File: src/rtl/circ_queue_pkg.sv
// Shared types and helpers for the circular queue.
package circ_queue_pkg;

    // Kind of occupancy change accepted in one cycle.
    typedef enum logic [1:0] {
        OpIdle,
        OpPush,
        OpPop,
        OpBoth
    } op_e;

    // Increment a pointer that wraps at depth-1 back to 0 (no power-of-2 assumption).
    function automatic int unsigned wrap_inc(input int unsigned ptr, input int unsigned depth);
        return (ptr == depth - 1) ? 0 : ptr + 1;
    endfunction

endpackage

File: src/rtl/circ_queue_if.sv
// Push/pop/status bundle between the queue and its pusher/popper.
interface circ_queue_if #(
    parameter int unsigned DATA_W = 8,
    parameter int unsigned DEPTH  = 384
);
    localparam int unsigned CNT_W = $clog2(DEPTH + 1);

    logic              clr;
    logic              wr_en;
    logic [DATA_W-1:0] wdata;
    logic              rd_req;
    logic [DATA_W-1:0] rdata;
    logic              rd_valid;
    logic [CNT_W-1:0]  count;
    logic              empty;
    logic              full;
    logic              overflow;

    // User side: issues push/pop/clear, observes data and status.
    modport master (
        output clr, wr_en, wdata, rd_req,
        input  rdata, rd_valid, count, empty, full, overflow
    );

    // Queue side.
    modport slave (
        input  clr, wr_en, wdata, rd_req,
        output rdata, rd_valid, count, empty, full, overflow
    );

endinterface

File: src/rtl/circ_queue_dp_ram.sv
// Simple dual-port RAM: one write port, one registered read port, read-first.
module circ_queue_dp_ram #(
    parameter int unsigned DATA_W = 8,
    parameter int unsigned DEPTH  = 384,
    parameter int unsigned ADDR_W = $clog2(DEPTH)
) (
    input  logic              clk,
    input  logic              rst_n,
    input  logic              we,
    input  logic [ADDR_W-1:0] waddr,
    input  logic [DATA_W-1:0] wdata,
    input  logic              re,
    input  logic [ADDR_W-1:0] raddr,
    output logic [DATA_W-1:0] rdata
);

    logic [DATA_W-1:0] mem [DEPTH];
    logic [DATA_W-1:0] rdata_q;

    // Storage array; left unreset so it maps onto block RAM.
    always_ff @(posedge clk) begin
        if (we) begin
            mem[waddr] <= wdata;
        end
    end

    // Read register; sees the pre-write word on an address collision.
    always_ff @(posedge clk or negedge rst_n) begin
        if (!rst_n) begin
            rdata_q <= '0;
        end else if (re) begin
            rdata_q <= mem[raddr];
        end
    end

    assign rdata = rdata_q;

endmodule

File: src/rtl/circ_queue.sv
// Parametrised circular FIFO with drop-or-evict overflow policy.
module circ_queue
    import circ_queue_pkg::*;
#(
    parameter int unsigned DATA_W    = 8,
    parameter int unsigned DEPTH     = 384,
    parameter int unsigned OVERWRITE = 0
) (
    input  logic       clk,
    input  logic       rst_n,
    circ_queue_if.slave bus
);

    localparam int unsigned ADDR_W = $clog2(DEPTH);
    localparam int unsigned CNT_W  = $clog2(DEPTH + 1);

    logic [ADDR_W-1:0] head_q, head_d;
    logic [ADDR_W-1:0] tail_q, tail_d;
    logic [CNT_W-1:0]  count_q, count_d;
    logic              empty_q, empty_d;
    logic              full_q, full_d;
    logic              ovf_q, ovf_d;
    logic              rd_valid_q, rd_valid_d;

    logic pop_acc;
    logic push_acc;
    logic lost;
    logic evict;
    logic ram_we;
    op_e  op;

    function automatic logic [ADDR_W-1:0] ptr_inc(input logic [ADDR_W-1:0] ptr);
        return ADDR_W'(wrap_inc(32'(ptr), DEPTH));
    endfunction

    // Decide what is accepted this cycle; clr blocks every other operation.
    always_comb begin
        pop_acc  = !bus.clr && bus.rd_req && !empty_q;
        push_acc = !bus.clr && bus.wr_en && (!full_q || pop_acc);
        // Push against a full queue with no pop to make room.
        lost     = !bus.clr && bus.wr_en && full_q && !pop_acc;
        evict    = lost && (OVERWRITE != 0);
        ram_we   = push_acc || evict;
        unique case ({push_acc, pop_acc})
            2'b10:   op = OpPush;
            2'b01:   op = OpPop;
            2'b11:   op = OpBoth;
            default: op = OpIdle;
        endcase
    end

    // Next-state for pointers, occupancy and flags.
    always_comb begin
        head_d     = head_q;
        tail_d     = tail_q;
        count_d    = count_q;
        ovf_d      = ovf_q;
        rd_valid_d = pop_acc;
        if (bus.clr) begin
            head_d  = '0;
            tail_d  = '0;
            count_d = '0;
            ovf_d   = 1'b0;
        end else begin
            if (ram_we) begin
                tail_d = ptr_inc(tail_q);
            end
            // An eviction discards the oldest word, so head follows tail.
            if (pop_acc || evict) begin
                head_d = ptr_inc(head_q);
            end
            unique case (op)
                OpPush:  count_d = count_q + 1'b1;
                OpPop:   count_d = count_q - 1'b1;
                default: count_d = count_q;
            endcase
            if (lost) begin
                ovf_d = 1'b1;
            end
        end
        empty_d = (count_d == '0);
        full_d  = (count_d == CNT_W'(DEPTH));
    end

    // State registers.
    always_ff @(posedge clk or negedge rst_n) begin
        if (!rst_n) begin
            head_q     <= '0;
            tail_q     <= '0;
            count_q    <= '0;
            empty_q    <= 1'b1;
            full_q     <= 1'b0;
            ovf_q      <= 1'b0;
            rd_valid_q <= 1'b0;
        end else begin
            head_q     <= head_d;
            tail_q     <= tail_d;
            count_q    <= count_d;
            empty_q    <= empty_d;
            full_q     <= full_d;
            ovf_q      <= ovf_d;
            rd_valid_q <= rd_valid_d;
        end
    end

    circ_queue_dp_ram #(
        .DATA_W (DATA_W),
        .DEPTH  (DEPTH),
        .ADDR_W (ADDR_W)
    ) u_ram (
        .clk   (clk),
        .rst_n (rst_n),
        .we    (ram_we),
        .waddr (tail_q),
        .wdata (bus.wdata),
        .re    (pop_acc),
        .raddr (head_q),
        .rdata (bus.rdata)
    );

    assign bus.rd_valid = rd_valid_q;
    assign bus.count    = count_q;
    assign bus.empty    = empty_q;
    assign bus.full     = full_q;
    assign bus.overflow = ovf_q;

endmodule

File: src/flat_wrapper.sv
// flat-port wrapper written by rule: the top's interface ports become plain ports
module circ_queue_flat import circ_queue_pkg::*;
#(
    parameter int unsigned DATA_W    = 8,
    parameter int unsigned DEPTH     = 384,
    parameter int unsigned OVERWRITE = 0
)
  (clk, rst_n, bus_clr, bus_wr_en, bus_wdata, bus_rd_req, bus_rdata, bus_rd_valid, bus_count, bus_empty, bus_full, bus_overflow);
  circ_queue_if #(.DATA_W(DATA_W), .DEPTH(DEPTH)) bus_i ();
  input  logic clk;
  input  logic rst_n;
  input wire logic [$bits(bus_i.clr)-1:0] bus_clr;
  input wire logic [$bits(bus_i.wr_en)-1:0] bus_wr_en;
  input wire logic [$bits(bus_i.wdata)-1:0] bus_wdata;
  input wire logic [$bits(bus_i.rd_req)-1:0] bus_rd_req;
  output wire logic [$bits(bus_i.rdata)-1:0] bus_rdata;
  output wire logic [$bits(bus_i.rd_valid)-1:0] bus_rd_valid;
  output wire logic [$bits(bus_i.count)-1:0] bus_count;
  output wire logic [$bits(bus_i.empty)-1:0] bus_empty;
  output wire logic [$bits(bus_i.full)-1:0] bus_full;
  output wire logic [$bits(bus_i.overflow)-1:0] bus_overflow;
  assign bus_i.clr = bus_clr;
  assign bus_i.wr_en = bus_wr_en;
  assign bus_i.wdata = bus_wdata;
  assign bus_i.rd_req = bus_rd_req;
  assign bus_rdata = bus_i.rdata;
  assign bus_rd_valid = bus_i.rd_valid;
  assign bus_count = bus_i.count;
  assign bus_empty = bus_i.empty;
  assign bus_full = bus_i.full;
  assign bus_overflow = bus_i.overflow;
  circ_queue #(.DATA_W(DATA_W), .DEPTH(DEPTH), .OVERWRITE(OVERWRITE)) u_core (.clk(clk), .rst_n(rst_n), .bus(bus_i));
endmodule
File: config.mk
export PLATFORM = sky130hd
export DESIGN_NAME = circ_queue_flat
export DESIGN_NICKNAME = d
export VERILOG_FILES = /design/src/rtl/circ_queue_pkg.sv /design/src/rtl/circ_queue_if.sv /design/src/rtl/circ_queue_dp_ram.sv /design/src/rtl/circ_queue.sv /design/src/flat_wrapper.sv
export SDC_FILE = /design/constraint.sdc
export NUM_CORES = 2
export LEC_CHECK = 0
export CAP_MARGIN = 10
export CORE_AREA = 2 2 523 525
export DETAILED_ROUTE_END_ITERATION = 16
export DIE_AREA = 0 0 525 527
export GPL_ROUTABILITY_DRIVEN = 0
export RECOVER_POWER = 25
export SLEW_MARGIN = 10
export SYNTH_ARGS = -nofsm -noshare
export SYNTH_HDL_FRONTEND = slang
export SYNTH_SLANG_ARGS = --single-unit
File: constraint.sdc
create_clock -name clk -period 6.8 [get_ports clk]
set_input_delay 1.02 -clock clk [delete_from_list [all_inputs] [get_ports clk]]
set_output_delay 1.02 -clock clk [all_outputs]
set_load 0.005 [all_outputs]
==> flow_metrics.tcl <==
set metrics [dict create \
    worst_slew_pin_slew_ns 5.28 \
    synth-edff-count 3072 \
    irDropWorstVdd_mv 0.241 \
    timing_worst_setup_path_type "in2reg" \
    post-synth-top-count-cell "edfxtp_1" \
    async_flop_share 0.0125 \
    dieWidth_um 525 \
    tns_ns 0 \
    cts_buffers 322 \
    r2r_cells 11 \
    synth_top_area_share 0.759 \
    wire_per_inst_um 33.5 \
    setup_viol 0 \
    clkLatencyLatePin_ns 0.88 \
    wl_mm 330 \
    ys_ff_latch 3111 \
    min_path_type "reg2reg" \
    slew_violations 667 \
    fin_crit_sh 0.805 \
    rsz0062_at_grt "no" \
    stdcell_count 9849 \
    initial_core_util 0.448 \
    crit_family "buffers and inverters" \
    violations "max-capacitance violations, max-slew violations" \
    cts.sinks 3111 \
    r2r_start "u_core.bus.empty$_DFF_PN1_" \
    antenna_found_initial 17 \
    cap_violations 9 \
    yosysUniqueCellTypes 81 \
    hold_viol 0 \
    end_kind "flop" \
    clkTransAtPathRegs_ns 0.06 \
    yosys_warnings 0 \
    hold_depth 2 \
    synth_area_leader_cell "edfxtp_1" \
    fin_skew_ns 0.0761 \
    worstHoldStart "u_core.bus.overflow$_DFFE_PN0P_" \
    synth.avg_cell_area_um2 20.7 \
    io_pins 34 \
    htree_num_levels 5 \
    finalNetCount 6032 \
    first_pass_iters 6 \
    grt_pass1_wl_mm 467 \
    relSlewSlack -2.52 \
    cp_max_fo 80 \
    critPathMaxStageDelay_ns 3.53 \
    crit_arrival_ns 5.97 \
    cts_tree "done" \
    cp_slowest_cell "clkbuf_1" \
    grt_max_degree 185 \
    reg2reg_to "u_core.u_ram.mem[241][6]$_DFFE_PP_" \
    grt_pass1_vias 60900 \
    placedCellCount 9276 \
    ys_top_cells_by_count "3072 x edfxtp_1, 685 x mux4_2, 469 x nor2_1" \
    post_cts_buffers 0 \
    overflow 0 \
    syn_to_final_growth_pct 12.4 \
    grt_usage 0.235 \
    num_vias 61500 \
    cts_buffer_depth 4 \
    ctsResizeCount 0 \
    syn_inst 5881 \
    synth_top_cells_by_area "edfxtp_1 76%, mux4_2 13%, mux2i_1 2.5%" \
    die_h_um 527 \
    cp.depth 2 \
    cts_hold_buf 0 \
    synth-main-ff-cell "edfxtp_1" \
    synth_sequential_area_ratio 0.767 \
    port_buffers 33 \
    hold_path_end "u_core.bus.overflow$_DFFE_PN0P_" \
    netlist_area_um2 122000 \
    die_area_um2 277000 \
    core_area_um2 272000 \
    power_mw 43.1 \
    fmax_mhz 183 \
    cp.required_ns 7.30 \
    path_buf_inv 2 \
    power.density_nw_per_um2 316 \
    drc 0 \
    drt_iter0_drc 8457 \
    dp_hpwl_mm 193 \
    drive_above_1_share 0.216 \
    via_per_inst 6.25 \
    antenna_left 0 \
    critPathLaunchType "input port" \
    critical_path.cell_chain "clkbuf_1 > buf_4" \
    root_buffer "clkbuf_16" \
    rrSetupSlack_ns 1.71 \
    synth_fp_nets 5902 \
    row_count 192 \
    period_minus_slack_ns 5.47 \
    outcome "complete, but fails checks" \
    p_leak_nw 40.8 \
]
power by group:
group | total, mW | switching, mW | internal [mW]
Clock | 17.8 | 7.38 | 10.4
Combinational | 4.03 | 2.19 | 1.84
Sequential | 21.3 | 0.148 | 21.1
worst register-to-register path: cells and delay by family (launching register included):
kind | cells | cell delay, ns
DFF | 1 | 0.36
buffers and inverters | 5 | 1.66
and+or+nand+nor | 5 | 2.48
AOI/OAI and AO/OA | 1 | 0.19
state kept, by name (all words and copies together) (netlist names):
| signal | flops |
|---|---|
| u_core.u_ram.mem | 3072 |
| u_core.bus.count | 9 |
| u_core.head_q | 9 |
| u_core.tail_q | 9 |
| u_core.u_ram.rdata | 8 |
| u_core.bus.empty | 1 |
| u_core.bus.full | 1 |
| u_core.bus.overflow | 1 |
| u_core.bus.rd_valid | 1 |
cells by family (layout without fill, tap and decap cells):
kind of cell    Yosys count  count (layout)  synth area share
mux                    1008            1008             0.154
flops                  3111            3111             0.767
other cells               0               5                 0
buf+inv                 380             754            0.0168
xor+xnor                 11              11          0.000792
simple gates            796             796            0.0287
fa+ha+maj                 8               8          0.000823
compound gates          567             567            0.0326
area by class of cell:
cell class | instances | area, um2
tap | 3589 | 4490
multi-input combinational | 2390 | 26600
timing repair buffer | 171 | 1680
clock inverter | 196 | 2200
antenna | 5 | 12.5
clock buffer | 372 | 8360
sequential | 3111 | 93200
fill | 21200 | 135000
inverter | 15 | 63.8
layout by cell type, fill, tap and decap left out, types with 17 or more instances in the layout:
cell type,synthesis,final
mux2i_1,308,308
dfrtp_1,38,30
clkinv_1,1,62
bufinv_16,0,42
o22ai_1,52,52
a22oi_1,103,103
a221oi_1,17,17
clkdlybuf4s50_1,0,24
buf_12,0,28
nand2_1,103,102
clkbuf_1,166,53
mux4_2,685,685
o221ai_1,92,92
clkinv_2,0,59
nor3_1,49,49
a211oi_1,19,19
buf_4,34,102
nor2b_1,26,20
nor2_1,469,465
o21ai_0,64,64
clkbuf_16,0,327
a21oi_1,114,114
edfxtp_1,3072,3072
nand3_1,52,40
routing by layer:
metal / share of wire / global-route usage / up-vias
li1: - / - / 24800
met1: 0.41 / 0.338 / 32900
met2: 0.47 / 0.369 / 3292
met3: 0.086 / 0.0385 / 520
met4: 0.034 / 0.0726 / 0
met5: 0 / 0 / -
worst max path at each step:
stage | startpoint | to | slack (ns)
after floorplan | bus_rd_req | u_core.bus.empty$_DFF_PN1_ | 1.94
after global placement | bus_rd_req | u_core.bus.empty$_DFF_PN1_ | 1.12
after detailed placement | bus_rd_req | u_core.bus.empty$_DFF_PN1_ | 1.31
after CTS | u_core.head_q[0]$_DFFE_PN0P_ | u_core.u_ram.rdata[4]$_DFFE_PN0P_ | 2.14
after global routing | bus_wdata[0] | u_core.u_ram.mem[88][0]$_DFFE_PP_ | 1.08
final | bus_wdata[6] | u_core.u_ram.mem[228][6]$_DFFE_PP_ | 1.33
stage by stage:
stage | setup WS (ns) | instance area [um2] | util | hold slack (ns)
3_3_place_gp | 1.12 | 126000 | 0.464 | 0.494
4_1_cts | 2.14 | 137000 | 0.503 | 0.187
6_report | 1.33 | 137000 | 0.503 | 0.513
2_1_floorplan | 1.94 | 122000 | - | 0.486
5_1_grt | 1.08 | 137000 | 0.503 | 0.593
3_5_place_dp | 1.31 | 126000 | 0.464 | 0.504
Note: power is estimated with default switching activity, not from simulation.
